===== config.mk =====
export PLATFORM = sky130hd
export DESIGN_NAME = spgd_dither_seq
export DESIGN_NICKNAME = d
export VERILOG_FILES = /design/src/rtl/spgd_dither_seq.sv
export SDC_FILE = /design/constraint.sdc
export NUM_CORES = 1
export LEC_CHECK = 0
export ABC_AREA = 1
export CELL_PAD_IN_SITES_DETAIL_PLACEMENT = 1
export CELL_PAD_IN_SITES_GLOBAL_PLACEMENT = 1
export CORE_MARGIN = 2
export CORE_UTILIZATION = 35
export CTS_BUF_LIST = sky130_fd_sc_hd__clkbuf_8
export CTS_CLUSTER_DIAMETER = 40
export CTS_CLUSTER_SIZE = 16
export DETAILED_ROUTE_END_ITERATION = 10
export PLACE_DENSITY_LB_ADDON = 0.1
export SLEW_MARGIN = 20
export SYNTH_ARGS = -nofsm -noshare
export SYNTH_HDL_FRONTEND = slang
export SYNTH_SLANG_ARGS = --single-unit
export TNS_END_PERCENT = 1

===== constraint.sdc =====
create_clock -name adc_clk -period 3.75 [get_ports adc_clk]
set_input_delay 0.375 -clock adc_clk [delete_from_list [all_inputs] [get_ports adc_clk]]
set_output_delay 0.375 -clock adc_clk [all_outputs]
set_load 0.05 [all_outputs]

===== src/rtl/spgd_dither_seq.sv =====
// SPGD dither sequencer: per trigger drives U+dU, settles, accumulates J+, then U-dU for J-,
// returns the DAC to nominal U and strobes both sums with j_valid.
module spgd_dither_seq #(
  parameter int unsigned DATA_WIDTH = 14,
  parameter int unsigned NUM_CH     = 2,
  parameter int unsigned ADC_WIDTH  = 14,
  parameter int unsigned CNT_WIDTH  = 8,
  parameter int unsigned ACC_WIDTH  = ADC_WIDTH + CNT_WIDTH
) (
  input  logic                         adc_clk,
  input  logic                         rst,
  input  logic                         start,
  input  logic                         trig_in,
  input  logic [CNT_WIDTH-1:0]         settle_len,
  input  logic [CNT_WIDTH-1:0]         samp_len,
  input  logic [NUM_CH*DATA_WIDTH-1:0] u_in,
  input  logic [NUM_CH*DATA_WIDTH-1:0] du_in,
  input  logic [ADC_WIDTH-1:0]         adc_in,
  output logic [NUM_CH*DATA_WIDTH-1:0] dac_out,
  output logic [1:0]                   dac_sel,
  output logic [ACC_WIDTH-1:0]         jp_out,
  output logic [ACC_WIDTH-1:0]         jm_out,
  output logic                         j_valid,
  output logic                         busy,
  output logic                         overrun
);

  localparam int unsigned VecW = NUM_CH * DATA_WIDTH;
  localparam logic [CNT_WIDTH-1:0] CntOne = CNT_WIDTH'(1);

  typedef enum logic [2:0] {
    StIdle, StArm, StSettleP, StAccP, StSettleM, StAccM, StDone
  } state_e;

  state_e               state_q, state_d;
  logic                 trig_q;
  logic [VecW-1:0]      u_q, u_d, du_q, du_d, dac_q, dac_d;
  logic [CNT_WIDTH-1:0] settle_q, settle_d, samp_q, samp_d, cnt_q, cnt_d;
  logic [ACC_WIDTH-1:0] acc_q, acc_d, jp_reg_q, jp_reg_d, jp_q, jp_d, jm_q, jm_d;
  logic [1:0]           sel_q, sel_d;
  logic                 jv_q, jv_d, ovr_q, ovr_d;

  logic                 trig_edge;
  logic [VecW-1:0]      dac_plus, dac_minus;
  logic [ACC_WIDTH-1:0] acc_sum;

  // Widen by one bit so the sum cannot wrap before clamping.
  function automatic logic [DATA_WIDTH-1:0] sat_sum(input logic [DATA_WIDTH-1:0] a,
                                                    input logic [DATA_WIDTH-1:0] b,
                                                    input logic                  sub);
    logic [DATA_WIDTH:0] ax, bx, s;
    ax = {a[DATA_WIDTH-1], a};
    bx = {b[DATA_WIDTH-1], b};
    s  = sub ? (ax - bx) : (ax + bx);
    if (s[DATA_WIDTH] == s[DATA_WIDTH-1]) return s[DATA_WIDTH-1:0];
    return s[DATA_WIDTH] ? {1'b1, {(DATA_WIDTH-1){1'b0}}} : {1'b0, {(DATA_WIDTH-1){1'b1}}};
  endfunction

  assign trig_edge = trig_in & ~trig_q;
  assign busy      = state_q inside {StSettleP, StAccP, StSettleM, StAccM, StDone};
  assign acc_sum   = acc_q + {{(ACC_WIDTH-ADC_WIDTH){adc_in[ADC_WIDTH-1]}}, adc_in};

  // Plus drive is built from live inputs since it is loaded on the trigger cycle itself.
  always_comb begin
    dac_plus  = '0;
    dac_minus = '0;
    for (int k = 0; k < NUM_CH; k++) begin
      dac_plus[k*DATA_WIDTH +: DATA_WIDTH]  = sat_sum(u_in[k*DATA_WIDTH +: DATA_WIDTH],
                                                      du_in[k*DATA_WIDTH +: DATA_WIDTH], 1'b0);
      dac_minus[k*DATA_WIDTH +: DATA_WIDTH] = sat_sum(u_q[k*DATA_WIDTH +: DATA_WIDTH],
                                                      du_q[k*DATA_WIDTH +: DATA_WIDTH], 1'b1);
    end
  end

  always_comb begin
    state_d  = state_q;
    u_d      = u_q;
    du_d     = du_q;
    settle_d = settle_q;
    samp_d   = samp_q;
    cnt_d    = cnt_q;
    acc_d    = acc_q;
    jp_reg_d = jp_reg_q;
    jp_d     = jp_q;
    jm_d     = jm_q;
    dac_d    = dac_q;
    sel_d    = sel_q;
    jv_d     = 1'b0;
    ovr_d    = ovr_q;
    if (!start) begin
      state_d = StIdle;
      dac_d   = u_in;
      sel_d   = 2'b00;
      ovr_d   = 1'b0;
      cnt_d   = '0;
      acc_d   = '0;
    end else begin
      if (trig_edge && busy) ovr_d = 1'b1;
      unique case (state_q)
        StIdle: begin
          dac_d   = u_in;
          sel_d   = 2'b00;
          state_d = StArm;
        end
        StArm: begin
          dac_d = u_in;
          sel_d = 2'b00;
          if (trig_edge) begin
            u_d      = u_in;
            du_d     = du_in;
            settle_d = settle_len;
            samp_d   = (samp_len == '0) ? CntOne : samp_len;
            dac_d    = dac_plus;
            sel_d    = 2'b01;
            cnt_d    = '0;
            acc_d    = '0;
            state_d  = (settle_len == '0) ? StAccP : StSettleP;
          end
        end
        StSettleP, StSettleM: begin
          if (cnt_q == settle_q - CntOne) begin
            cnt_d   = '0;
            state_d = (state_q == StSettleP) ? StAccP : StAccM;
          end else begin
            cnt_d = cnt_q + CntOne;
          end
        end
        StAccP: begin
          acc_d = acc_sum;
          cnt_d = cnt_q + CntOne;
          if (cnt_q == samp_q - CntOne) begin
            jp_reg_d = acc_sum;
            acc_d    = '0;
            cnt_d    = '0;
            dac_d    = dac_minus;
            sel_d    = 2'b10;
            state_d  = (settle_q == '0) ? StAccM : StSettleM;
          end
        end
        StAccM: begin
          acc_d = acc_sum;
          cnt_d = cnt_q + CntOne;
          if (cnt_q == samp_q - CntOne) begin
            // Outputs load on entry to DONE so they are new while j_valid is high.
            jp_d    = jp_reg_q;
            jm_d    = acc_sum;
            jv_d    = 1'b1;
            acc_d   = '0;
            cnt_d   = '0;
            state_d = StDone;
          end
        end
        StDone: begin
          dac_d   = u_q;
          sel_d   = 2'b00;
          state_d = StArm;
        end
        default: state_d = StIdle;
      endcase
    end
  end

  always_ff @(posedge adc_clk) begin
    if (rst) begin
      state_q  <= StIdle;
      trig_q   <= 1'b0;
      u_q      <= '0;
      du_q     <= '0;
      settle_q <= '0;
      samp_q   <= '0;
      cnt_q    <= '0;
      acc_q    <= '0;
      jp_reg_q <= '0;
      jp_q     <= '0;
      jm_q     <= '0;
      dac_q    <= '0;
      sel_q    <= 2'b00;
      jv_q     <= 1'b0;
      ovr_q    <= 1'b0;
    end else begin
      state_q  <= state_d;
      trig_q   <= trig_in;
      u_q      <= u_d;
      du_q     <= du_d;
      settle_q <= settle_d;
      samp_q   <= samp_d;
      cnt_q    <= cnt_d;
      acc_q    <= acc_d;
      jp_reg_q <= jp_reg_d;
      jp_q     <= jp_d;
      jm_q     <= jm_d;
      dac_q    <= dac_d;
      sel_q    <= sel_d;
      jv_q     <= jv_d;
      ovr_q    <= ovr_d;
    end
  end

  assign dac_out = dac_q;
  assign dac_sel = sel_q;
  assign jp_out  = jp_q;
  assign jm_out  = jm_q;
  assign j_valid = jv_q;
  assign overrun = ovr_q;

endmodule


==> results of run 1 <==
-- worst max path at each step --
stage | from | end
after floorplan | u_in[3] | dac_out[2]
after CTS | u_q[0] | dac_out[4]
after global placement | u_in[4] | dac_out[8]
after detailed placement | u_in[4] | dac_out[11]
after global routing | u_q[4] | dac_out[0]
final | u_q[0] | dac_out[1]
-- synth_stat cells (3+ instances only) --
master      n  area share
xnor2_1    27       0.018
nor2_1    153       0.044
o211ai_1    9      0.0051
a221oi_1   11      0.0073
nor4_1      8      0.0038
o21ai_0   134       0.051
ha_1       84       0.080
buf_6       8      0.0069
clkbuf_1   57       0.016
or2_2       6      0.0029
buf_2       8      0.0031
and2_1      3      0.0014
clkbuf_2    3      0.0011
a21oi_1   259       0.099
a22oi_1     3      0.0017
xor2_1     38       0.025
dfxtp_1   204        0.31
inv_2       3     0.00086
o21bai_1    7      0.0040
fa_1        5      0.0076
nand4_1    25       0.012
inv_1     202       0.058
nand3_1   152       0.058
nor3_1     12      0.0046
a21o_1      7      0.0040
nand2_1   565        0.16
nand3b_1    3      0.0017
-- layout make-up --
| type | count | area share |
|---|---|---|
| clock buffer | 48 | 0.0410 |
| clock inverter | 24 | 0.0165 |
| inverter | 206 | 0.0480 |
| multi-input combinational | 1523 | 0.490 |
| sequential | 204 | 0.253 |
| tap | 468 | 0.0363 |
| timing repair buffer | 192 | 0.115 |
-- per-layer routing --
metal  global-route usage  up-vias
met5                    0        -
li1                     -     6934
met3               0.0294       74
met4               0.0849        0
met1                0.297     6562
met2                0.427      249
-- metrics by stage --
| step | cell area [sq um] | hold WS [ns] | total power, mW | setup slack, ns | util |
|---|---|---|---|---|---|
| after floorplan | 13100 | 0.433 | 3.44 | 0.902 | - |
| after global placement | 15200 | 0.440 | 3.99 | 0.236 | 0.413 |
| after detailed placement | 15200 | 0.451 | 4.03 | 0.109 | 0.413 |
| after CTS | 16100 | 0.0722 | 6.71 | 0.344 | 0.438 |
| after global routing | 16100 | 0.0994 | 7.00 | 0.111 | 0.438 |
| final | 16100 | 0.114 | 6.63 | 0.309 | 0.438 |
-- power groups by stage --
stage / logic, mW / clock network [mW] / registers, mW
floorplan: 1.03 / 0 / 2.41
global placement: 1.67 / 0 / 2.32
detailed placement: 1.71 / 0 / 2.32
CTS: 1.72 / 2.71 / 2.27
global route: 1.91 / 2.81 / 2.28
finish: 1.72 / 2.64 / 2.27
-- state kept, by name, indices dropped and copies added (netlist names) --
signal    count
acc_q        22
cnt_q         8
dac_out      28
dac_sel       2
du_q         28
j_valid       1
jm_out       22
jp_out       22
jp_reg_q     22
overrun       1
samp_q        8
settle_q      8
state_q       3
trig_q        1
u_q          28
-- worst reg2reg max path: stages, from the launching register on --
cell and delay (ns):
dfxtp_1 0.36, inv_1 0.06, ha_1 0.22, fa_1 0.38, inv_1 0.09, nand3_1 0.08, nand2_1 0.13, nand2_1 0.08
nand2_1 0.14, nand3_1 0.12, nand2_1 0.09, nand2_1 0.07, and2_1 0.17, ha_1 0.33, nand3_1 0.50, nand3_1 0.29
nand3_1 0.09, nand2_1 0.06, a21oi_1 0.05
-- cell families (layout without fill, tap and decap cells) --
logic type      count (synthesis)  after routing  synth area share
buf+inv                       284            470            0.0874
fa+ha+maj                      89             89            0.0877
xor+xnor                       66             66            0.0446
flops                         204            204             0.311
compound gates                438            438             0.177
simple gates                  930            930             0.292
==> reports/results.tsv, run 1 <==
metric	value	unit
vdd_drop_max	0.313	mV
drive_gt1_frac	0.0492	
synth_area_per_cell	6.52	sq um
wl_met1	21500	microns
layoutNonFillerInstCount	2665	
syn_area	13100	sq um
clk_pin_slew	0.06	ns
hold_path.class	input port to flop	
cts_tree	yes	
antenna_found_initial	0	
dpl.cell_count	2593	
ys.flop_type	dfxtp_1	
power.switching	2.29	mW
cp.arrival	3.91	ns
area_delta_synth_final	22.8	%
fp.coreArea	36800	sq um
clkLatencyLatePin	0.60	ns
fp.dieH	198	microns
worstMarginPinSlew	0.891	ns
cp_top_family	simple AND/OR/NAND/NOR gates	
yosysSeqAreaShare	0.311	
start_kind	flop	
globalplace.congestion	0.886	
grt_pass1_vias	14339	
critPathMostFrequentCell	nand2_1	
regArea	4080	sq um
path_depth	18	
maxUsedRoutingLayer	met4	
rows	70	
nFillCells	4797	
ios	167	
worstHoldStart	rst	
ys_warn_count	0	
io_buffers	166	
mostFrequentLayoutCells	nand2_1, a21oi_1, inv_1	
multi_input_area	7900	sq um
dieWidth	198	microns
vias	13819	
reg2reg_from	u_q[0]	
max-slew-margin-rel	0.405	
path_class	flop to flop	
die_area	39000	sq um
power_frac_seq	0.343	
path_buf_inv	2	
p_sw_frac	0.345	
setup_tns	0	ns
cpPeakStageDelay	0.50	ns
timing_hold_violations_final	0	
gr-total-overflow	0	
wire_per_inst	17.7	microns
hold_buffers	0	
synth_cell_types	39	
drtAntennaViolNets	0	
route.detailed.drc	0	
nets	2347	
grt_pass1_wl	74600	microns
cts_setup_buffers	0	
diodes	0	
cp_max_fo	13	
vias_per_cell	5.19	
period_share	0.918	
grt_max_degree	73	
numCtsBuffers	41	
fin_crit	3.44	ns
grt_usage	0.240	
finalMaxSlewViolations	0	
cp.required	4.22	ns
syn_inst	2011	
regToRegSetupSlack	0.31	ns
min_to	dac_out[9]	
htreeDepth	2	
start_util	0.357	
cts.sinks	204	
fmax	291	MHz
wl	47100	microns
drv_cap	0	
cp-end-kind	flop	
route.met3.wl	1550	microns
dp_hpwl	35700	microns
pwr-share-comb	0.259	
path_cells	inv_1 > ha_1 > fa_1 > inv_1 > nand3_1 > nand2_1 > nand2_1 > nand2_1 > nand3_1 > nand2_1 > nand2_1 > and2_1 > ha_1 > nand3_1 > nand3_1 > nand3_1 > nand2_1 > a21oi_1	
leakagePower	7.18	nW
cts_root_buf	clkbuf_8	
ys_ff_latch	204	
cts_resized	0	
status	finished clean	
clockPowerShare	0.398	
syn-num-nets	2190	
rr_endpoint	dac_out[1]	
rsz0062_at_grt	false	
r2r_cells	18	
finalSetupViolCount	0	
first_iter_violations	436	
dr_wl_met2	22800	microns
powerDensity	412	nW/um^2
cts_buffer_depth	3	
finClkSkew	0.0275	ns
synthArstFlopShare	0	
worstHoldPathCells	2	
dr.pass1.iters	5	
p_int	4.34	mW
slowest_stage	nand3_1	
synth_edf_count	0	
layout_commonest_cell	nand2_1	
(Power assumes the default switching activity.)
==> inputs of run 2 (changes only) <==
==> constraint.sdc (replaced) <==
create_clock -name adc_clk -period 3.75 [get_ports adc_clk]
set_input_delay 0.75 -clock adc_clk [delete_from_list [all_inputs] [get_ports adc_clk]]
set_output_delay 0.75 -clock adc_clk [all_outputs]
set_load 0.05 [all_outputs]
==> run 2 against run 1 <==
  * Global-route usage is 0.33 points higher
  * Design area is 1.9% higher
  * Sequential power about the same
  * Power rose by 1.1%
  * Routed wire length decreased by 0.17%
  * Highest routed layer unchanged
  * Worst hold slack improved by 0.34 ns
  * Largest cell class unchanged
==> reports/results.tsv, run 2 (synthesis results as in run 1) <==
metric	value	unit
status	finished clean	
cp_max_fo	12	
ios	167	
cts.sinks	204	
dpl_cell_area	15400	sq um
max-slew-margin-rel	0.427	
first_iter_violations	610	
wl	47100	microns
fin_crit	3.44	ns
dieWidth	198	microns
cts_tree	yes	
rsz0062_at_grt	true	
grt_pass1_vias	14741	
htreeDepth	2	
slowest_stage	fa_1	
hold_buffers	0	
fin_hold_ws	0.456	ns
period_share	0.918	
finClkSkew	0.0238	ns
clockPowerShare	0.403	
grt_usage	0.243	
regToRegSetupSlack	0.31	ns
p_sw_frac	0.355	
wire_per_inst	17.4	microns
worstMarginPinSlew	0.858	ns
gr-total-overflow	0	
grt_max_degree	70	
powerDensity	408	nW/um^2
reg2reg_from	u_q[0]	
cts_buffer_depth	3	
nFillCells	4795	
drtAntennaViolNets	0	
mostFrequentLayoutCells	nand2_1, a21oi_1, dfxtp_1	
area_delta_synth_final	25.1	%
clkLatencyLatePin	0.62	ns
path_buf_inv	3	
place_ws	-0.181	ns
nets	2380	
io_buffers	166	
rr_endpoint	dac_out[2]	
start_util	0.357	
r2r_cells	19	
drv_cap	0	
dr.pass1.iters	5	
cp_top_family	simple AND/OR/NAND/NOR gates	
hold_path.class	flop to flop	
antenna_found_initial	0	
cts_root_buf	clkbuf_8	
power.switching	2.38	mW
cp.arrival	3.91	ns
vias	14046	
power_frac_seq	0.339	
vdd_drop_max	0.266	mV
dp_hpwl	36000	microns
drive_gt1_frac	0.0680	
layout_commonest_cell	nand2_1	
cp.required	4.22	ns
setup_slack	0.306	ns
p_int	4.32	mW
fmax	290	MHz
diodes	0	
vias_per_cell	5.20	
grt_pass1_wl	76200	microns
start_kind	flop	
worstHoldPathCells	2	
worstHoldStart	du_q[27]	
pwr-share-comb	0.258	
timing_hold_violations_final	0	
finalMaxSlewViolations	0	
fp.coreArea	36800	sq um
min_to	du_q[27]	
path_cells	inv_1 > ha_1 > fa_1 > inv_1 > nand3_1 > nand2_1 > nand2_1 > nand2_1 > nand3_1 > nand2_1 > nand2_1 > and2_1 > ha_1 > inv_1 > o21ai_0 > nand3_1 > nand3_1 > nand2_1 > a21oi_1	
clk_pin_slew	0.07	ns
globalplace.congestion	0.894	
die_area	39000	sq um
setup_tns	0	ns
finalSetupViolCount	0	
rows	70	
fin_util	0.446	
cp-end-kind	flop	
path_class	flop to flop	
fp.dieH	198	microns
numCtsBuffers	44	
critPathMostFrequentCell	nand2_1	
fin_area	16400	sq um
leakagePower	7.31	nW
cpPeakStageDelay	0.40	ns
route.detailed.drc	0	
-- run 2: changes by cell type in the layout (fill, tap and decap cells not counted), moves of 2 or more --
| cell | delta |
|---|---|
| clkinvlp_4 | +9 |
| inv_1 | -5 |
| inv_6 | +5 |
| buf_4 | +29 |
| inv_8 | +2 |
| bufinv_16 | -2 |
| clkinv_2 | -5 |
-- run 2: cell type report --
| type | count | area (sq um) | area share |
|---|---|---|---|
| Sequential cell | 204 | 4080 | 0.249 |
| Clock buffer | 49 | 674 | 0.0411 |
| Tap cell | 468 | 586 | 0.0357 |
| Inverter | 206 | 773 | 0.0471 |
| Timing Repair Buffer | 222 | 2090 | 0.127 |
| Multi-Input combinational cell | 1523 | 7900 | 0.481 |
| Clock inverter | 30 | 308 | 0.0187 |
-- run 2: how the worst max path moves through the flow --
stage / startpoint / endpoint / cells after the start
floorplan: u_in[3] / dac_out[2] / 19
detailed placement: du_in[8] / dac_out[9] / 19
global route: du_q[4] / dac_out[2] / 19
CTS: u_q[0] / dac_out[10] / 18
global placement: u_in[3] / dac_out[2] / 21
finish: u_q[0] / dac_out[2] / 19
-- run 2: what timing repair did --
| action | 4_1_cts | 5_1_grt |
|---|---|---|
| endpoints found under the setup margin | 0 | 13 |
| gates resized for setup | 0 | 1 |
| setup buffers | 0 | 0 |
-- run 2: tightest hold or removal path: stages, from the launching register on --
cell	delay, ns
dfxtp_1	0.30
inv_1	0.06
a21oi_1	0.05
-- run 2: through the flow --
stage          std cells  total power, mW
6_report            2702             6.70
2_1_floorplan       2011             3.44
3_5_place_dp        2623             4.04
5_1_grt             2702             7.10
3_3_place_gp        2623             4.00
4_1_cts             2702             6.80
-- run 2: power groups by stage --
stage	clock, mW	sequential (mW)	combinational (mW)
after global routing	2.88	2.28	1.94
after floorplan	0	2.41	1.03
after detailed placement	0	2.32	1.73
final	2.70	2.27	1.73
after global placement	0	2.32	1.68
after CTS	2.79	2.27	1.74
-- run 2: metal layers --
metal,vias to the layer above,share of wire,global-route usage
met1,6662,0.45,0.299
met2,298,0.49,0.432
met5,-,0,0
li1,7007,-,-
met3,79,0.041,0.0343
met4,0,0.026,0.0866
